==> src/rtl/w_icons_stim_seq_pkg.sv <==
// Shared types and default sizes for the stimulation sequencer.
// Latency: n/a. Backpressure: n/a.
// Optional feature macro: W_ICONS_STIM_SEQ_REPEAT_EN.
package w_icons_stim_seq_pkg;

    localparam int NUM_CH_DFLT     = 8;
    localparam int STIM_CNT_W_DFLT = 12;
    localparam int DIS_CNT_W_DFLT  = 8;

    typedef enum logic [2:0] {
        W_ICONS_SEQ_IDLE  = 3'd0,
        W_ICONS_SEQ_ARB   = 3'd1,
        W_ICONS_SEQ_STIM  = 3'd2,
        W_ICONS_SEQ_DISCH = 3'd3,
        W_ICONS_SEQ_DONE  = 3'd4
    } seq_state_e;

endpackage

==> src/rtl/w_icons_stim_seq_if.sv <==
// Control/status bundle between the stim controller and the sequencer.
// Latency: n/a (wires only). Backpressure: none; ticks and strobes are single-cycle.
// repeat_i exists only when W_ICONS_STIM_SEQ_REPEAT_EN is defined.
interface w_icons_stim_seq_if
    import w_icons_stim_seq_pkg::*;
#(
    parameter int NUM_CH     = NUM_CH_DFLT,
    parameter int STIM_CNT_W = STIM_CNT_W_DFLT,
    parameter int DIS_CNT_W  = DIS_CNT_W_DFLT
);
    logic                  start_i;
    logic                  abort_i;
    logic [NUM_CH-1:0]     ch_req_i;
    logic [STIM_CNT_W-1:0] stim_len_i;
    logic [DIS_CNT_W-1:0]  dis_len_i;
    logic                  stim_tick_i;
    logic                  dis_tick_i;
`ifdef W_ICONS_STIM_SEQ_REPEAT_EN
    logic                  repeat_i;
`endif
    logic                  en_clk_stim_o;
    logic                  en_clk_discharge_o;
    logic [NUM_CH-1:0]     ch_sel_o;
    logic                  busy_o;
    logic                  done_o;
    logic                  err_o;

    modport master (
`ifdef W_ICONS_STIM_SEQ_REPEAT_EN
        output repeat_i,
`endif
        output start_i, abort_i, ch_req_i, stim_len_i, dis_len_i, stim_tick_i, dis_tick_i,
        input  en_clk_stim_o, en_clk_discharge_o, ch_sel_o, busy_o, done_o, err_o
    );

    modport slave (
`ifdef W_ICONS_STIM_SEQ_REPEAT_EN
        input  repeat_i,
`endif
        input  start_i, abort_i, ch_req_i, stim_len_i, dis_len_i, stim_tick_i, dis_tick_i,
        output en_clk_stim_o, en_clk_discharge_o, ch_sel_o, busy_o, done_o, err_o
    );

endinterface

==> src/rtl/w_icons_stim_seq_rr_arb.sv <==
// Round-robin pick of the first pending channel strictly after last_idx, wrapping.
// Latency: combinational. Backpressure: none.
// Not affected by W_ICONS_STIM_SEQ_REPEAT_EN.
module w_icons_rr_arb
    import w_icons_stim_seq_pkg::*;
#(
    parameter int NUM_CH = NUM_CH_DFLT,
    parameter int IDX_W  = $clog2(NUM_CH)
) (
    input  logic [NUM_CH-1:0] pend,
    input  logic [IDX_W-1:0]  last_idx,
    output logic [NUM_CH-1:0] grant,
    output logic [IDX_W-1:0]  grant_idx,
    output logic              grant_vld
);

    logic [IDX_W-1:0] cand;

    // Scan farthest-first so the nearest candidate after last_idx overwrites and wins.
    always_comb begin
        grant     = '0;
        grant_idx = '0;
        grant_vld = 1'b0;
        cand      = '0;
        for (int i = NUM_CH; i >= 1; i--) begin
            cand = IDX_W'((int'(last_idx) + i) % NUM_CH);
            if (pend[cand]) begin
                grant       = '0;
                grant[cand] = 1'b1;
                grant_idx   = cand;
                grant_vld   = 1'b1;
            end
        end
    end

endmodule

==> src/rtl/w_icons_stim_seq.sv <==
// Round-robin stim/discharge sequencer: serves a snapshot of requesting channels one at a time.
// Latency: ARB one cycle after start, STIM the next; all outputs registered from next state.
// Backpressure: none; phases advance on tick strobes. W_ICONS_STIM_SEQ_REPEAT_EN adds auto-restart.
module w_icons_stim_seq
    import w_icons_stim_seq_pkg::*;
#(
    parameter int NUM_CH     = NUM_CH_DFLT,
    parameter int STIM_CNT_W = STIM_CNT_W_DFLT,
    parameter int DIS_CNT_W  = DIS_CNT_W_DFLT
) (
    input  logic             clk_i,
    input  logic             reset_n_i,
    w_icons_stim_seq_if.slave seq_if
);

    localparam int IDX_W = $clog2(NUM_CH);

    seq_state_e            state_q, state_d;
    logic [NUM_CH-1:0]     pend_q, pend_d;
    logic [NUM_CH-1:0]     ch_sel_q, ch_sel_d;
    logic [IDX_W-1:0]      last_q, last_d;
    logic                  err_q, err_d;
    logic [STIM_CNT_W-1:0] stim_len_q, stim_len_d, stim_cnt_q, stim_cnt_d;
    logic [DIS_CNT_W-1:0]  dis_len_q, dis_len_d, dis_cnt_q, dis_cnt_d;
    logic                  en_stim_q, en_dis_q, busy_q, done_q;

    logic [NUM_CH-1:0]     arb_grant;
    logic [IDX_W-1:0]      arb_idx;
    logic                  arb_vld;

    logic [STIM_CNT_W:0]   stim_cnt_p1;
    logic [DIS_CNT_W:0]    dis_cnt_p1;
    logic                  stim_match, dis_match;

    w_icons_rr_arb #(.NUM_CH(NUM_CH), .IDX_W(IDX_W)) u_arb (
        .pend      (pend_q),
        .last_idx  (last_q),
        .grant     (arb_grant),
        .grant_idx (arb_idx),
        .grant_vld (arb_vld)
    );

    // A tick that completes the count ends the phase on this edge.
    assign stim_cnt_p1 = {1'b0, stim_cnt_q} + {{STIM_CNT_W{1'b0}}, 1'b1};
    assign dis_cnt_p1  = {1'b0, dis_cnt_q} + {{DIS_CNT_W{1'b0}}, 1'b1};
    assign stim_match  = (stim_cnt_q == stim_len_q) ||
                         (seq_if.stim_tick_i && (stim_cnt_p1 == {1'b0, stim_len_q}));
    assign dis_match   = (dis_cnt_q == dis_len_q) ||
                         (seq_if.dis_tick_i && (dis_cnt_p1 == {1'b0, dis_len_q}));

    always_comb begin
        state_d    = state_q;
        pend_d     = pend_q;
        ch_sel_d   = ch_sel_q;
        last_d     = last_q;
        err_d      = err_q;
        stim_len_d = stim_len_q;
        dis_len_d  = dis_len_q;
        stim_cnt_d = '0;
        dis_cnt_d  = '0;
        case (state_q)
            W_ICONS_SEQ_IDLE: begin
                if (seq_if.start_i) begin
                    pend_d     = seq_if.ch_req_i;
                    stim_len_d = seq_if.stim_len_i;
                    dis_len_d  = seq_if.dis_len_i;
                    err_d      = 1'b0;
                    state_d    = W_ICONS_SEQ_ARB;
                end
            end
            W_ICONS_SEQ_ARB: begin
                // Once err is set the mask is already empty, so a held abort falls through to DONE.
                if (seq_if.abort_i && !err_q) begin
                    err_d   = 1'b1;
                    pend_d  = '0;
                    state_d = W_ICONS_SEQ_DISCH;
                end else if (!arb_vld) begin
                    ch_sel_d = '0;
                    state_d  = W_ICONS_SEQ_DONE;
                end else begin
                    ch_sel_d = arb_grant;
                    last_d   = arb_idx;
                    pend_d   = pend_q & ~arb_grant;
                    state_d  = W_ICONS_SEQ_STIM;
                end
            end
            W_ICONS_SEQ_STIM: begin
                stim_cnt_d = (seq_if.stim_tick_i && (stim_cnt_q != '1)) ?
                             stim_cnt_p1[STIM_CNT_W-1:0] : stim_cnt_q;
                if (seq_if.abort_i) begin
                    err_d   = 1'b1;
                    pend_d  = '0;
                    state_d = W_ICONS_SEQ_DISCH;
                end else if (stim_match) begin
                    state_d = W_ICONS_SEQ_DISCH;
                end
            end
            W_ICONS_SEQ_DISCH: begin
                dis_cnt_d = (seq_if.dis_tick_i && (dis_cnt_q != '1)) ?
                            dis_cnt_p1[DIS_CNT_W-1:0] : dis_cnt_q;
                if (seq_if.abort_i) begin
                    err_d  = 1'b1;
                    pend_d = '0;
                end
                if (dis_match) state_d = W_ICONS_SEQ_ARB;
            end
            W_ICONS_SEQ_DONE: begin
                state_d = W_ICONS_SEQ_IDLE;
`ifdef W_ICONS_STIM_SEQ_REPEAT_EN
                if (seq_if.repeat_i && !err_q) begin
                    pend_d     = seq_if.ch_req_i;
                    stim_len_d = seq_if.stim_len_i;
                    dis_len_d  = seq_if.dis_len_i;
                    state_d    = W_ICONS_SEQ_ARB;
                end
`endif
            end
            default: state_d = W_ICONS_SEQ_IDLE;
        endcase
    end

    always_ff @(posedge clk_i or negedge reset_n_i) begin
        if (!reset_n_i) begin
            state_q    <= W_ICONS_SEQ_IDLE;
            pend_q     <= '0;
            ch_sel_q   <= '0;
            last_q     <= IDX_W'(NUM_CH - 1);
            err_q      <= 1'b0;
            stim_len_q <= '0;
            dis_len_q  <= '0;
            stim_cnt_q <= '0;
            dis_cnt_q  <= '0;
            en_stim_q  <= 1'b0;
            en_dis_q   <= 1'b0;
            busy_q     <= 1'b0;
            done_q     <= 1'b0;
        end else begin
            state_q    <= state_d;
            pend_q     <= pend_d;
            ch_sel_q   <= ch_sel_d;
            last_q     <= last_d;
            err_q      <= err_d;
            stim_len_q <= stim_len_d;
            dis_len_q  <= dis_len_d;
            stim_cnt_q <= stim_cnt_d;
            dis_cnt_q  <= dis_cnt_d;
            en_stim_q  <= (state_d == W_ICONS_SEQ_STIM);
            en_dis_q   <= (state_d == W_ICONS_SEQ_DISCH);
            busy_q     <= (state_d != W_ICONS_SEQ_IDLE);
            done_q     <= (state_d == W_ICONS_SEQ_DONE);
        end
    end

    assign seq_if.en_clk_stim_o      = en_stim_q;
    assign seq_if.en_clk_discharge_o = en_dis_q;
    assign seq_if.ch_sel_o           = ch_sel_q;
    assign seq_if.busy_o             = busy_q;
    assign seq_if.done_o             = done_q;
    assign seq_if.err_o              = err_q;

endmodule

==> src/flat_wrapper.sv <==
// flat-port wrapper written by rule: the top's interface ports become plain ports
module w_icons_stim_seq_flat import w_icons_stim_seq_pkg::*;
#(
    parameter int NUM_CH     = NUM_CH_DFLT,
    parameter int STIM_CNT_W = STIM_CNT_W_DFLT,
    parameter int DIS_CNT_W  = DIS_CNT_W_DFLT
)
  (clk_i, reset_n_i, seq_if_start_i, seq_if_abort_i, seq_if_ch_req_i, seq_if_stim_len_i, seq_if_dis_len_i, seq_if_stim_tick_i, seq_if_dis_tick_i, seq_if_en_clk_stim_o, seq_if_en_clk_discharge_o, seq_if_ch_sel_o, seq_if_busy_o, seq_if_done_o, seq_if_err_o);
  w_icons_stim_seq_if #(.NUM_CH(NUM_CH), .STIM_CNT_W(STIM_CNT_W), .DIS_CNT_W(DIS_CNT_W)) seq_if_i ();
  input  logic clk_i;
  input  logic reset_n_i;
  input wire logic [$bits(seq_if_i.start_i)-1:0] seq_if_start_i;
  input wire logic [$bits(seq_if_i.abort_i)-1:0] seq_if_abort_i;
  input wire logic [$bits(seq_if_i.ch_req_i)-1:0] seq_if_ch_req_i;
  input wire logic [$bits(seq_if_i.stim_len_i)-1:0] seq_if_stim_len_i;
  input wire logic [$bits(seq_if_i.dis_len_i)-1:0] seq_if_dis_len_i;
  input wire logic [$bits(seq_if_i.stim_tick_i)-1:0] seq_if_stim_tick_i;
  input wire logic [$bits(seq_if_i.dis_tick_i)-1:0] seq_if_dis_tick_i;
  output wire logic [$bits(seq_if_i.en_clk_stim_o)-1:0] seq_if_en_clk_stim_o;
  output wire logic [$bits(seq_if_i.en_clk_discharge_o)-1:0] seq_if_en_clk_discharge_o;
  output wire logic [$bits(seq_if_i.ch_sel_o)-1:0] seq_if_ch_sel_o;
  output wire logic [$bits(seq_if_i.busy_o)-1:0] seq_if_busy_o;
  output wire logic [$bits(seq_if_i.done_o)-1:0] seq_if_done_o;
  output wire logic [$bits(seq_if_i.err_o)-1:0] seq_if_err_o;
  assign seq_if_i.start_i = seq_if_start_i;
  assign seq_if_i.abort_i = seq_if_abort_i;
  assign seq_if_i.ch_req_i = seq_if_ch_req_i;
  assign seq_if_i.stim_len_i = seq_if_stim_len_i;
  assign seq_if_i.dis_len_i = seq_if_dis_len_i;
  assign seq_if_i.stim_tick_i = seq_if_stim_tick_i;
  assign seq_if_i.dis_tick_i = seq_if_dis_tick_i;
  assign seq_if_en_clk_stim_o = seq_if_i.en_clk_stim_o;
  assign seq_if_en_clk_discharge_o = seq_if_i.en_clk_discharge_o;
  assign seq_if_ch_sel_o = seq_if_i.ch_sel_o;
  assign seq_if_busy_o = seq_if_i.busy_o;
  assign seq_if_done_o = seq_if_i.done_o;
  assign seq_if_err_o = seq_if_i.err_o;
  w_icons_stim_seq #(.NUM_CH(NUM_CH), .STIM_CNT_W(STIM_CNT_W), .DIS_CNT_W(DIS_CNT_W)) u_core (.clk_i(clk_i), .reset_n_i(reset_n_i), .seq_if(seq_if_i));
endmodule
==> config.mk <==
export PLATFORM = sky130hd
export DESIGN_NAME = w_icons_stim_seq_flat
export DESIGN_NICKNAME = d
export VERILOG_FILES = /design/src/rtl/w_icons_stim_seq_pkg.sv /design/src/rtl/w_icons_stim_seq_if.sv /design/src/rtl/w_icons_stim_seq_rr_arb.sv /design/src/rtl/w_icons_stim_seq.sv /design/src/flat_wrapper.sv
export SDC_FILE = /design/constraint.sdc
export NUM_CORES = 1
export LEC_CHECK = 0
export CAP_MARGIN = 15
export CORE_MARGIN = 10
export CORE_UTILIZATION = 55
export DETAILED_ROUTE_END_ITERATION = 8
export PLACE_DENSITY = 0.84
export SLEW_MARGIN = 5
export SYNTH_ARGS = -nofsm -noshare
export SYNTH_HDL_FRONTEND = slang
export SYNTH_SLANG_ARGS = --single-unit
==> constraint.sdc <==
create_clock -name clk_i -period 8.6 [get_ports clk_i]
set_input_delay 1.72 -clock clk_i [delete_from_list [all_inputs] [get_ports clk_i]]
set_output_delay 1.72 -clock clk_i [all_outputs]
set_load 0.02 [all_outputs]
* After elaboration in Yosys (flattened, before gate mapping) *
Cells that the tools add are included.
Widths: inputs -> output; s select.

storage, ports and cells
  input bits = 34
  word-level logic and storage cells = 162
  flip-flop bits (word level) = 67
  output and inout bits = 13

cells by class
  reductions and logical operators = 25
  magnitude comparators = 16
  bitwise logic cells = 3
  muxes and demuxes = 77
  add/sub/neg operators = 10
  equality and inequality tests = 18

operator list
  cell                   number
  $mux 8                 15
  $mux 3                 14
  $lt 3x4->1 const B     8
  $mux 1                 27
  $bmux 1 s3             8
  $demux 1 s3            8
  $ge 3x1->1 const B     8
  $mux 12                2
  $pmux 8 s3             1
  $add 12x1->13 const B  1
  $eq 13x12->1           1
  $logic_and 1x1->1      13
  $add 3x3->3 const B    4
  $eq 12x12->1           1
  $eq 3x2->1 const B     4
  $ne 12x12->1 const B   1
  $pmux 3 s4             1
  $add 8x1->9 const B    1
  $eq 9x8->1             1
  $and 8x8->8            1
  $eq 8x8->1             1
  $ne 2x1->1 const B     4
  $ne 8x8->1 const B     1
  $not 8->8              1
  other kinds (16)       22

* Longest topological paths before layout *
Gate-level depths: netlist of the first run.

  depth after elaboration = 18
  depth in mapped cells = 12
  depth with buffers taken out = 9

* Hierarchy *
Synthesis of the first run repeated with hierarchy kept, for this count alone.

unflattened totals
  cell total of the unflattened synthesis = 599
  area, all modules = 5326.4 um^2

by module, submodules not included
  module            seq. area each (um^2)  cells each  instances  area each (um^2)
  w_icons_stim_seq  1680.4                 356         1          3528.4
  w_icons_rr_arb    0.0                    243         1          1798.0

* Worst setup path before layout of the first run *
No wires, ideal clock.

  path type = reg-to-reg
  start point = register u_core.last_q[0]
  end point = register u_core.pend_q[4]
  arrival time = 3.229 ns
  data required time = 8.474 ns
  buffers on the path = 2
  clock period less this slack = 3.355 ns
  setup time = 0.126 ns
  slack = 5.245 ns
  cell stages (with the launch flop) = 11
  path through = dfstp_2 -> buf_6 -> inv_1 -> clkbuf_1 -> ha_1 -> xor2_1 -> mux4_2 -> and4_4 -> nor2b_4 -> a211o_4 -> a221o_1

between the ends
  cells in the longest elaborated chain, start to end = 18

ends and longest elaborated chain
  item                                                            RTL line                       source
  from (decl)                                                     w_icons_stim_seq.sv:21         logic [IDX_W-1:0] last_q, last_d;
  from (signal assigned)                                          w_icons_stim_seq.sv:127        last_q <= IDX_W'(NUM_CH - 1);
  from (signal assigned)                                          w_icons_stim_seq.sv:141        last_q <= last_d;
  $add 3x1->3                                                     w_icons_stim_seq_rr_arb.sv:26  cand = IDX_W'((int'(last_idx) + i) % NUM_CH);
  $lt 3x4->1 (implied by the code) or $ge 3x1->1 (tied branches)  w_icons_stim_seq_rr_arb.sv:29  grant[cand] = 1'b1;
  $logic_and 1x1->1 (implied by the code)                         w_icons_stim_seq_rr_arb.sv:29
  $mux 1 (implied by the code)                                    w_icons_stim_seq_rr_arb.sv:29
  $demux 1 s3                                                     w_icons_stim_seq_rr_arb.sv:29
  $mux 8 (8 in a row)                                             w_icons_stim_seq_rr_arb.sv:27  if (pend[cand]) begin
  $not 8->8                                                       w_icons_stim_seq.sv:83         pend_d = pend_q & ~arb_grant;
  $and 8x8->8                                                     w_icons_stim_seq.sv:83
  $mux 8                                                          w_icons_stim_seq.sv:77         end else if (!arb_vld) begin
  $mux 8                                                          w_icons_stim_seq.sv:73         if (seq_if.abort_i && !err_q) begin
  $pmux 8 s3                                                      w_icons_stim_seq.sv:61         case (state_q)
  to (signal assigned)                                            w_icons_stim_seq.sv:139        pend_q <= pend_d;
  to (decl)                                                       w_icons_stim_seq.sv:19         logic [NUM_CH-1:0] pend_q, pend_d;

Several ways; a longest one is shown, not always the timed one. The select of a mux whose other input is x is not followed.
A chain may end at the register's enable or synchronous reset.

* Worst setup path after layout of the first run *
Ends and elaborated chain as after synthesis.

==> metrics.md, run 1 <==
| Metric | Value |
|---|---|
| Outcome | `completed` |
| Power per Cell Area | `398 nW/um^2` |
| Crit Path Max Fanout | `31` |
| Multi-input logic area | `around 3000 um^2` |
| Tmin final | `4060 ps` |
| Startpoint types | `flip-flop` |
| Syn Nets | `600` |
| Final WL | `15500 um` |
| CTS H-tree lvls | `3` |
| CORE AREA | `roughly 8800 um^2` |
| Setup TNS | `0 ps` |
| CP max-delay cell | `ha_1` |
| Fmax | `between 0.2 and 0.25 GHz` |
| Yosys Warn Count | `0` |
| Sequential-to-total area share from yosys stat | `33.8%` |
| DR WL/cell | `22.0 um` |
| Post-CTS Hold Buffers | `0` |
| Setup Buffers After CTS | `0` |
| Synth Flop Type | `dfrtp_1` |
| Count of input and output buffers | `46` |
| Cells after Synth | `558` |
| CP Capture Type | `flip-flop` |
| Filler Cell Count | `between 700 and 800` |
| Clk buf depth | `2` |
| Fin. Hold Viols | `0` |
| CTS tree | `built` |
| Clk_lat worst skew | `350 ps` |
| Crit Path Category | `flip-flop to flip-flop` |
| Reg area | `approximately 1700 um^2` |
| I/O pins | `47` |
| Final ANT Viol Nets | `0` |
| DIE HEIGHT | `about 120 um` |
| Vias per inst | `6.60` |
| Routability cong. | `~1` |
| Overflow after GRT | `0` |
| P&R area growth vs syn | `13.5%` |
| Worst Path Buf+Inv | `2` |
| Clock buffer count from CTS | `9` |
| DRT iter0 DRCs | `557` |
| Max-slew violation count | `0` |
| Vias post-DR | `4634` |
| N_diodes | `0` |
| # setup viols final | `0` |
| Post-synth EDFFs | `0` |
| Cells along the critical path | `buf_4 -> inv_1 -> ha_1 -> mux4_2 -> mux2i_2 -> nand2_1 -> nor4_1 -> a21oi_1 -> a221o_1` |
| Critical Path AT | `roughly 4300 ps` |
| Die W | `115 um` |
| DP Wirelength | `11400 um` |
| Global-route wire length before repair | `24800 um` |
| Slew @ Worst Pin | `878 ps` |
| Max IR drop VDD | `0.218 mV` |
| Static leakage | `~0.0022 uW` |
| Tcrit/Tclk final | `47.2%` |
| Critical path data required time | `8830 ps` |
| Clk slew on worst S/H paths | `80 ps` |
| Cell Area, Synth | `between 4000 and 5000 um^2` |
| Initial antenna violation count | `0` |
| RSZ-0062 raised after global routing | `false` |
| Initial Util | `56.7%` |
| FFs w/ async S/R, synth | `100%` |
| Clock Sinks | `67` |
| Vias in the first global route | `4554` |
| Register bit total from synthesis | `67` |
| Max_slew headroom | `between 30% and 40%` |
| Clock Skew | `16.9 ps` |
| Final core occ | `64.3%` |
| Maxcap violations | `0` |
| Delay-heaviest family, CP | `multiplexers` |
| # rows | `34` |
| Pre-Repair DR Iteration Count | `7` |
| Post-CTS sizing | `0` |
| Nets | `631` |
| Die Footprint | `13200 um^2` |
| GRT Total Usage | `between 20% and 30%` |
| HP Class | `flip-flop to flip-flop` |
| Residual DRC count | `0` |
| Synth Area per Inst | `8.90 um^2` |
| Synth unique cells | `70` |
| Largest stage delay, worst path | `860 ps` |
| Share of post-route cells with drive strength above 1 | `11.4%` |
| Clk root buf | `clkbuf_8` |
| Largest net degree at the start of global routing | `between 60 and 70` |
==> path summary, 6_finish.rpt <==
check | from | endpoint | slack (ps) | depth (start not counted)
max in group asynchronous | reset_n_i | u_core.pend_q[3] | 6460 | 2
worst max register to register | u_core.last_q[0] | u_core.pend_q[4] | 4540 | 9
worst max-delay path | u_core.last_q[0] | u_core.pend_q[4] | 4540 | 9
worst min register to register | u_core.seq_if.ch_sel_o[7] | u_core.seq_if.ch_sel_o[7] | 530 | 1
min in group asynchronous | reset_n_i | u_core.dis_cnt_q[2] | 1530 | 2
worst min-delay path | u_core.seq_if.ch_sel_o[7] | u_core.seq_if.ch_sel_o[7] | 530 | 1
==> final cells by class <==
class / instances / share of cell area, %
inverter: 19 / 1.27
multi-input combinational: 441 / 54.3
sequential: 67 / 29.8
clock buffer: 11 / 2.69
timing repair buffer: 51 / 8.75
tap: 108 / 2.40
clock inverter: 5 / 0.755
==> metal layers <==
metal	part of all wire [%]	vias to the layer above	track usage, %
li1	-	2114	-
met1	42	2189	31.4
met2	44	282	34.5
met3	12	49	8.85
met4	2.5	0	6.19
met5	0	-	0
==> registers in the layout (all words and copies together), names as in the netlist <==
name	cells
u_core.seq_if.busy_o	1
u_core.dis_cnt_q	8
u_core.stim_cnt_q	12
u_core.stim_len_q	12
u_core.last_q	3
u_core.seq_if.en_clk_stim_o	1
u_core.seq_if.done_o	1
u_core.seq_if.ch_sel_o	8
u_core.pend_q	8
u_core.seq_if.err_o	1
u_core.state_q	3
u_core.dis_len_q	8
u_core.seq_if.en_clk_discharge_o	1
==> where the power goes <==
group | internal (uW) | switching [uW]
registers | 427 | 136
clock network | 124 | 132
logic | 562 | 863
total | 1110 | 1130
==> synth_stat cells (all sizes together) (11+ instances only) <==
cell type | number | area [um^2]
a21oi | 33 | 165
a31oi | 11 | 68.8
clkbuf | 25 | 104
dfrtp | 64 | 1600
inv | 19 | 71.3
mux2 | 26 | 297
mux2i | 11 | 121
nand2 | 51 | 191
nand3 | 26 | 130
nand4 | 12 | 75.1
nor2 | 54 | 203
nor3 | 12 | 60.1
o21ai | 33 | 169
xnor2 | 27 | 244
xor2 | 23 | 201
==> cells in the final DEF (no fill, tap or decap), types with 12 or more instances in the layout <==
cell type	netlist	layout
a21oi_1	33	33
dfrtp_1	64	64
nand3_1	26	26
inv_1	19	19
clkdlybuf4s50_1	0	45
nand4_1	12	12
xor2_1	23	23
xnor2_1	26	26
o21ai_0	23	23
nand2_1	51	51
mux2_2	25	25
nor2_1	54	54
==> per-stage QoR <==
stage	total power [uW]	instances	hold WS (ps)	worst slack (ps)	area, um^2
5_1_grt	2370	702	559	4220	5640
4_1_cts	2200	702	534	4610	5640
6_report	2240	702	533	4540	5640
2_1_floorplan	1510	558	496	5240	4960
3_5_place_dp	1940	686	513	4640	5440
3_3_place_gp	1950	686	511	4620	5440
==> logic make-up (layout without fill, tap and decap cells) <==
logic type               count (synthesis)  count (layout)  share of synthesized area, %
XOR/XNOR                                50              50                          8.97
adder cells (fa/ha/maj)                  8               8                          2.02
AO/OA/AOI/OAI                          137             137                          18.6
AND/OR/NAND/NOR                        201             201                          19.8
flip-flops                              67              67                          33.8
buffers and inverters                   50              86                          4.56
multiplexers                            45              45                          12.2
(Power assumes the default switching activity.)
==> run 2: changes to the inputs <==
--- a/config.mk
+++ b/config.mk
@@ -7,9 +7,9 @@
 export LEC_CHECK = 0
 export CAP_MARGIN = 15
 export CORE_MARGIN = 10
-export CORE_UTILIZATION = 55
+export CORE_UTILIZATION = 53
 export DETAILED_ROUTE_END_ITERATION = 8
-export PLACE_DENSITY = 0.84
+export PLACE_DENSITY = 0.85
 export SLEW_MARGIN = 5
 export SYNTH_ARGS = -nofsm -noshare
 export SYNTH_HDL_FRONTEND = slang
==> constraint.sdc (replaced) <==
create_clock -name clk_i -period 3.4 [get_ports clk_i]
set_input_delay 0.68 -clock clk_i [delete_from_list [all_inputs] [get_ports clk_i]]
set_output_delay 0.68 -clock clk_i [all_outputs]
set_load 0.02 [all_outputs]
==> metrics.md, run 2 (same netlist as run 1, synthesis figures left out) <==
| Metric | Value |
|---|---|
| Hold EP | `u_core.seq_if.ch_sel_o[0]` |
| Residual DRC count | `0` |
| Startpoint types | `flip-flop` |
| Clk_lat worst skew | `between 300 and 400 ps` |
| Final ANT Viol Nets | `0` |
| Clock buffer count from CTS | `9` |
| Critical Path AT | `3380 ps` |
| Share of post-route cells with drive strength above 1 | `around 13%` |
| # setup viols final | `0` |
| Hold Crit Start | `u_core.seq_if.ch_sel_o[0]` |
| CTS H-tree lvls | `3` |
| Post-CTS Hold Buffers | `0` |
| Slew @ Worst Pin | `roughly 840 ps` |
| Outcome | `completed` |
| Routability cong. | `about 1.1` |
| CTS tree | `built` |
| P&R area growth vs syn | `16.3%` |
| WHS | `507 ps` |
| Vias per inst | `6.72` |
| Maxcap violations | `0` |
| Final WL | `15400 um` |
| Most frequent cells in the layout | `dfrtp_1, nor2_1, nand2_1` |
| Vias post-DR | `4845` |
| CP Capture Type | `flip-flop` |
| DRT iter0 DRCs | `632` |
| DIE HEIGHT | `around 120 um` |
| Post-CTS sizing | `0` |
| Global-route wire length before repair | `~25000 um` |
| Setup Buffers After CTS | `0` |
| RSZ-0062 raised after global routing | `false` |
| FF-to-FF End | `u_core.pend_q[4]` |
| Flop2flop setup slack | `240 ps` |
| Max_slew headroom | `44.2%` |
| HP Class | `flip-flop to flip-flop` |
| Die W | `117 um` |
| CORE AREA | `9200 um^2` |
| Clock Sinks | `67` |
| Reg-to-Reg Start | `u_core.last_q[2]` |
| I/O pins | `47` |
| Crit Path Category | `flip-flop to flip-flop` |
| Fin. Hold Viols | `0` |
| Most common cell after layout, fill and taps aside | `dfrtp_1` |
| Fmax | `0.316 GHz` |
| Filler Cell Count | `785` |
| GRT Total Usage | `between 20% and 30%` |
| Tmin final | `approximately 3200 ps` |
| Clock Skew | `between 10 and 15 ps` |
| # rows | `35` |
| CP max-delay cell | `dfstp_2` |
| Static leakage | `0.00229 uW` |
| Largest stage delay, worst path | `between 700 and 800 ps` |
| Clk buf depth | `2` |
| Vias in the first global route | `4687` |
| Max IR drop VDD | `between 0.5 and 0.6 mV` |
| DR WL/cell | `~21 um` |
| FF-to-FF path depth | `9` |
| Largest net degree at the start of global routing | `68` |
| Die Footprint | `13600 um^2` |
| Crit Path Max Fanout | `16` |
| Count of input and output buffers | `46` |
| Finished Layout Cells | `721` |
| Clk slew on worst S/H paths | `roughly 80 ps` |
| Hold path depth | `1` |
| Power per Cell Area | `1030 nW/um^2` |
| Tcrit/Tclk final | `93.0%` |
| Max-slew violation count | `0` |
| Overflow after GRT | `0` |
| Clk root buf | `clkbuf_8` |
| Top flop regs | `u_core.stim_cnt_q (12), u_core.stim_len_q (12)` |
| Setup TNS | `0 ps` |
| Critical path data required time | `3620 ps` |
| Placed insts | `705` |
| Pre-Repair DR Iteration Count | `5` |
| Initial Util | `54.0%` |
| Cells along the critical path | `inv_1 -> ha_1 -> inv_1 -> mux2_2 -> nor2_1 -> nor2_1 -> nor4_1 -> a21oi_1 -> a221o_1` |
| Initial antenna violation count | `0` |
| DP Wirelength | `between 10000 and 15000 um` |
| N_diodes | `0` |
| Nets | `647` |
## run 2: cell types whose count changed in the layout (fill, tap and decap cells not counted), sizes merged
cell    change
clkinv      +1
bufinv      +2
buf        +16
inv         -3
## run 2: final cells by class
| class | instances | area [um^2] | share of cell area [%] |
|---|---|---|---|
| inverters | 19 | 71.3 | 1.23 |
| repair buffers | 67 | 613 | 10.6 |
| multi-input cells | 441 | 3060 | 53.0 |
| clock inverters | 5 | 77.6 | 1.34 |
| well taps | 111 | 139 | 2.40 |
| clock buffers | 11 | 131 | 2.27 |
| flip-flops and latches | 67 | 1680 | 29.1 |
## run 2: critical path, delay by kind of cell, from the launching register on
kind / cells / cell delay, ps
AO/OA/AOI/OAI: 2 / 400
adder cells (fa/ha/maj): 1 / 420
buffers and inverters: 2 / 400
flip-flops: 1 / 720
multiplexers: 1 / 510
AND/OR/NAND/NOR: 3 / 610
## run 2: per-stage QoR
stage / utilization (%) / area (um^2) / setup WS, ps / power (uW)
3_5_place_dp: 60.5 / 5570 / 316 / 5100
2_1_floorplan: - / 4960 / 44.8 / 3830
5_1_grt: 62.8 / 5780 / 137 / 6290
3_3_place_gp: 60.5 / 5570 / 402 / 5060
4_1_cts: 62.8 / 5780 / 307 / 5820
6_report: 62.8 / 5780 / 238 / 5940
## run 2: report_power, final
group          internal, uW  switching (uW)  total [uW]
registers              1080             329        1410
clock network           411             302         713
logic                  1570            2250        3820
total                  3060            2880        5940
## run 2: metal layers
layer	wire [um]	part of all wire, %	global-route usage [%]
met3	1630	11	5.40
met2	7010	46	36.2
met5	0	0	0
met4	561	3.7	8.73
met1	6150	40	30.1
## run 2: worst max path at each step
stage	from	to	cells after the start
final	u_core.last_q[2]	u_core.pend_q[4]	9
after detailed placement	u_core.last_q[1]	u_core.pend_q[4]	8
after global routing	u_core.last_q[2]	u_core.pend_q[4]	9
after CTS	u_core.last_q[1]	u_core.pend_q[4]	8
after floorplan	u_core.last_q[0]	u_core.pend_q[4]	10
after global placement	u_core.last_q[1]	u_core.pend_q[4]	8
